### config.mk
export PLATFORM = sky130hd
export DESIGN_NAME = program_loader
export DESIGN_NICKNAME = d
export VERILOG_FILES = /design/src/rtl/program_loader.sv
export SDC_FILE = /design/constraint.sdc
export NUM_CORES = 1
export LEC_CHECK = 0
export BUFFER_PORTS_ARGS = -buffer_cell sky130_fd_sc_hd__buf_2
export CAP_MARGIN = 40
export CORE_ASPECT_RATIO = 1.5
export CORE_UTILIZATION = 55
export DETAILED_ROUTE_END_ITERATION = 6
export GPL_ROUTABILITY_DRIVEN = 0
export PLACE_DENSITY = 0.83
export SYNTH_ARGS = -nofsm -noshare
export SYNTH_HDL_FRONTEND = slang
export SYNTH_SLANG_ARGS = --single-unit
### constraint.sdc
create_clock -name clk -period 4.5 [get_ports clk]
set_input_delay 0.9 -clock clk [delete_from_list [all_inputs] [get_ports clk]]
set_output_delay 0.9 -clock clk [all_outputs]
set_load 0.01 [all_outputs]
### src/rtl/program_loader.sv
// ---------------------------------------------------------------------------
// program_loader
//
// Boot-time loader. It receives a program as a big-endian byte stream and
// writes it word by word into the processor's instruction memory. The
// processor is held in reset while the loader runs. It is released only after
// the trailing checksum matches.
//
// Stream format: count[15:8], count[7:0], count x 4 data bytes, checksum.
// The checksum is the XOR of all data bytes. The count bytes are not part of
// the XOR.
//
// Ports
//   clk           in   1   system clock, rising edge
//   reset         in   1   synchronous, active-low
//   load_req      in   1   one-cycle pulse; starts a new load from RUN/ERROR
//   rx_data       in   8   stream byte
//   rx_valid      in   1   rx_data valid
//   rx_ready      out  1   loader can accept a byte (decoded from state)
//   mem_we        out  1   instruction-memory write strobe, one cycle per word
//   mem_addr      out  32  byte address of the word being written
//   mem_wdata     out  32  word being written
//   cpu_reset     out  1   active-low processor reset (0 = held in reset)
//   busy          out  1   load in progress
//   done          out  1   load completed with a good checksum
//   error         out  1   load rejected (bad checksum or oversize count)
//   words_loaded  out  16  words written in the current load
// ---------------------------------------------------------------------------
module program_loader #(
    parameter int MEMORY_DEPTH = 1024
) (
    input  logic        clk,
    input  logic        reset,
    input  logic        load_req,
    input  logic [7:0]  rx_data,
    input  logic        rx_valid,
    output logic        rx_ready,
    output logic        mem_we,
    output logic [31:0] mem_addr,
    output logic [31:0] mem_wdata,
    output logic        cpu_reset,
    output logic        busy,
    output logic        done,
    output logic        error,
    output logic [15:0] words_loaded
);

    typedef enum logic [2:0] {
        LEN_HI,
        LEN_LO,
        DATA,
        CHECK,
        RUN,
        ERROR
    } stateT;

    stateT       state;
    stateT       nextState;

    logic [7:0]  lenHi;        // count[15:8], held until count[7:0] arrives
    logic [15:0] wordCount;    // total words announced by the stream
    logic [15:0] wordIdx;      // index of the word being assembled
    logic [1:0]  byteIdx;      // byte position within the current word
    logic [23:0] shiftReg;     // first three bytes of the current word
    logic [7:0]  xorAcc;       // running XOR of data bytes
    logic        memWe;
    logic [31:0] memAddr;
    logic [31:0] memWdata;
    logic [15:0] wordsLoaded;

    logic        accept;
    logic [15:0] lenValue;
    logic        lastByteOfWord;
    logic        lastWord;

    assign accept         = rx_valid && rx_ready;
    assign lenValue       = {lenHi, rx_data};
    assign lastByteOfWord = (byteIdx == 2'd3);
    assign lastWord       = ((wordIdx + 16'd1) == wordCount);

    // -----------------------------------------------------------------------
    // Next-state and state-decoded outputs
    // -----------------------------------------------------------------------
    always_comb begin
        // NOTE: every signal gets a default first, so that no path through the
        // case leaves a signal unassigned. An unassigned path would infer a latch.
        nextState = state;
        rx_ready  = 1'b0;
        busy      = 1'b0;
        done      = 1'b0;
        error     = 1'b0;
        cpu_reset = 1'b0;

        case (state)
            LEN_HI: begin
                rx_ready = 1'b1;
                busy     = 1'b1;
                if (rx_valid) nextState = LEN_LO;
            end
            LEN_LO: begin
                rx_ready = 1'b1;
                busy     = 1'b1;
                if (rx_valid) begin
                    if (lenValue == 16'd0)
                        nextState = CHECK;
                    else if ({16'd0, lenValue} > 32'(MEMORY_DEPTH))
                        nextState = ERROR;
                    else
                        nextState = DATA;
                end
            end
            DATA: begin
                rx_ready = 1'b1;
                busy     = 1'b1;
                if (rx_valid && lastByteOfWord && lastWord) nextState = CHECK;
            end
            CHECK: begin
                rx_ready = 1'b1;
                busy     = 1'b1;
                if (rx_valid) nextState = (rx_data == xorAcc) ? RUN : ERROR;
            end
            RUN: begin
                done      = 1'b1;
                cpu_reset = 1'b1;
                if (load_req) nextState = LEN_HI;
            end
            ERROR: begin
                error = 1'b1;
                if (load_req) nextState = LEN_HI;
            end
            default: nextState = LEN_HI;
        endcase
    end

    // -----------------------------------------------------------------------
    // State register and datapath
    // -----------------------------------------------------------------------
    // NOTE: sequential state is assigned with non-blocking (<=) only. All
    // registers then sample pre-edge values, and simulation matches the
    // synthesised flops.
    always_ff @(posedge clk) begin
        if (!reset) begin
            state       <= LEN_HI;
            lenHi       <= '0;
            wordCount   <= '0;
            wordIdx     <= '0;
            byteIdx     <= '0;
            shiftReg    <= '0;
            xorAcc      <= '0;
            memWe       <= 1'b0;
            memAddr     <= '0;
            memWdata    <= '0;
            wordsLoaded <= '0;
        end else begin
            state <= nextState;
            memWe <= 1'b0;

            // The counter follows the write strobe. It shows the new total
            // from the edge after the write cycle.
            if (memWe) wordsLoaded <= wordsLoaded + 16'd1;

            case (state)
                LEN_HI: if (accept) lenHi <= rx_data;
                LEN_LO: if (accept) wordCount <= lenValue;
                DATA: begin
                    if (accept) begin
                        xorAcc <= xorAcc ^ rx_data;
                        if (lastByteOfWord) begin
                            // The write register is separate from the assembly
                            // register. The next word can start filling while
                            // this one issues.
                            memWe    <= 1'b1;
                            memAddr  <= {14'd0, wordIdx, 2'b00};
                            memWdata <= {shiftReg, rx_data};
                            wordIdx  <= wordIdx + 16'd1;
                            byteIdx  <= 2'd0;
                        end else begin
                            shiftReg <= {shiftReg[15:0], rx_data};
                            byteIdx  <= byteIdx + 2'd1;
                        end
                    end
                end
                RUN, ERROR: begin
                    if (load_req) begin
                        wordsLoaded <= '0;
                        xorAcc      <= '0;
                        byteIdx     <= '0;
                        wordIdx     <= '0;
                    end
                end
                default: ;
            endcase
        end
    end

    assign mem_we       = memWe;
    assign mem_addr     = memAddr;
    assign mem_wdata    = memWdata;
    assign words_loaded = wordsLoaded;

endmodule
==> flow_summary.ini <==
[run_status]
status = complete, no violations

[cells_and_area]
layout-drive-gt1-share_pct = 15.2
layout_commonest_cell = nand2_1
final_nets = 874
final_cell_mix = nand2_1, dfxtp_1, a21boi_0, buf_2, nor2_1
layout.cells.non_filler = 1021
antenna_cells = 0
syn2layout_area_growth_pct = 14.4

[timing]
timing.hold.ws_ns = 0.457
worst_pin_slew_ns = 0.699
final-hold-violation-count = 0
layout_min_cycle_time_ns = 2.58
finalCritPeriodShare_pct = 57.4
fin_setup_tns_ns = 0
rsz0062_at_grt = false
finalSetupViolCount = 0
maxSlewHeadroom_pct = 53.4
clock-skew-final_ns = 0.00889
slew_viol_final = 0
max_freq_mhz = 387
finalWorstSetupSlack_ns = 1.92

[min_path]
hp-class = reg2reg
hold_depth = 2

[logic_synthesis]
synth_cells = 816
synthArstFlopShare_pct = 0
ys_ff_latch = 142
ys_seq_area_share_pct = 43.3
synth_edf_count = 0
synth_top_cells_by_area = dfxtp_1, nand2_1, a21boi_0, xnor2_1, clkbuf_1
syn_area_sq_mm = 0.00657
ys.flop_type = dfxtp_1
ys.warnings.count = 0
yosysTopAreaCell = dfxtp_1
syn_area_per_cell_sq_um = 8.05
synth.distinct_cells = 51
synth.top_cell.area_share_pct = 43.3

[global_route]
first_global_vias = 5097
grt_max_degree = 82
grt_first_pass_wirelength_mm = 24.0
grt_util_all_layers_pct = 24.6
gr-total-overflow = 0
antenna_found_initial = 0

[place]
dpl_worst_slack_ns = 1.62
post-place-cells = 990
port_buffers = 81
post-dp-hpwl_mm = 9.82

[clock_network]
cts_setup_buffers = 0
root_buffer = clkbuf_16
cts_resized = 0
ctsHoldBuffers = 0
numCtsBuffers = 17
insertion_delay_ns = 0.42
cts_max_level = 4
clockBufferDepth = 2
cts_tree = built
clk_pin_slew_ns = 0.06
clkSinkCount = 142

[die]
die_width_um = 91.2
die-area_sq_mm = 0.0124
start_util_pct = 56.7
die_height_um = 136
row_count = 48
ios = 98
placeableCoreArea_sq_mm = 0.0116

[drt]
routedWlPerCell_um = 14.4
drc = 0
wl_met1_mm = 5.99
drt_iter0_drc = 303
met2_length_mm = 7.69
wl_mm = 14.7
num_vias = 5524
viasPerCell = 5.41
highest_layer = met4
routed-wl-met3_um = 630
ant_nets = 0
firstDrtPassIters = 5

[critical_path]
cp-end-kind = register
slowest_stage = dfxtp_1
cp.arrival_ns = 2.93
reg2regPathDepth = 7
slowest_delay_ns = 0.52
critPathLaunchType = register
cp_max_fo = 9
worstPathRequired_ns = 4.85
crit_chain = ha_1 > nand3_1 > nor4_2 > xnor2_1 > nor3_1 > nand4_1 > a21oi_1
worstSetupPathType = reg2reg

[pwr]
power.density_mw_per_mm2 = 387
cellLeakagePower_nw = 2.85
ir_worst_vdd_uv = 339
power_w = 0.00291

[flow_run]
maxCapViolations = 0
==> layout make-up <==
class                   count  area, sq um
repair buffers             88          467
clock buffers              22          464
well taps                 150          188
flip-flops and latches    142         2840
inverters                   6         22.5
multi-input cells         604         3370
clock inverters             9          158
fillers                   969         4080
==> worst max-delay path: cells and delay by family, from the launching register on <==
family / cells / cell delay, ns
xor+xnor: 1 / 0.12
compound gates: 1 / 0.21
flops: 1 / 0.52
simple gates: 4 / 1.35
fa+ha+maj: 1 / 0.31
==> final timing paths <==
| kind | from | slack (ns) | endpoint |
|---|---|---|---|
| worst max-delay path | wordIdx[0] | 1.92 | state[0] |
| worst min-delay path | mem_addr[13] | 0.46 | mem_addr[13] |
| worst min register to register | mem_addr[13] | 0.46 | mem_addr[13] |
| worst max register to register | wordIdx[0] | 1.92 | state[0] |
==> sequential cells by signal, indices dropped and copies added (netlist names) <==
register      flops
lenHi             8
byteIdx           2
mem_wdata        32
words_loaded     16
state             3
mem_we            1
shiftReg         24
wordIdx          16
mem_addr         16
wordCount        16
xorAcc            8
==> through the flow <==
step	area [sq um]	utilization [%]
5_1_grt	7520	64.8
4_1_cts	7520	64.8
6_report	7520	64.8
3_3_place_gp	6860	59.2
3_5_place_dp	6890	59.5
2_1_floorplan	6630	-
==> cells in the mapped netlist, types with 2 or more instances <==
cell,number
a21boi_0,98
a21boi_1,2
a21oi_1,26
a22oi_1,4
a31oi_1,2
and2_1,5
and3_1,8
and4_1,3
buf_2,11
buf_4,21
clkbuf_1,46
dfxtp_1,142
ha_1,3
inv_1,6
mux2_2,2
mux2i_1,2
nand2_1,229
nand2b_1,5
nand3_1,14
nand4_1,11
nand4_2,2
nor2_1,37
nor2b_1,24
nor3_1,10
nor4_1,7
nor4_2,3
o211a_1,2
o21ai_0,23
o311ai_0,2
or3_1,2
xnor2_1,27
xor2_1,18
==> power by group <==
group / leakage, nW / switching (W) / internal, W
logic: 1.41 / 0.0000899 / 0.0000535
registers: 1.15 / 0.0000164 / 0.00127
clock network: 0.297 / 0.000523 / 0.000956
total: 2.85 / 0.000629 / 0.00228
==> per-layer routing <==
layer / vias to the layer above / global-route usage [%]
li1: 2761 / -
met1: 2577 / 26.5
met2: 154 / 44.9
met3: 32 / 5.54
met4: 0 / 12.4
met5: - / 0
==> logic make-up (layout without fill, tap and decap cells) <==
group / after synthesis / after routing / share of synthesized area [%]
simple gates: 366 / 366 / 25.3
buf+inv: 85 / 125 / 6.28
xor+xnor: 45 / 45 / 6.00
other cells: 1 / 16 / 0.0571
mux: 4 / 4 / 0.647
flops: 142 / 142 / 43.3
compound gates: 170 / 170 / 17.9
fa+ha+maj: 3 / 3 / 0.571
(Power assumes the default switching activity.)
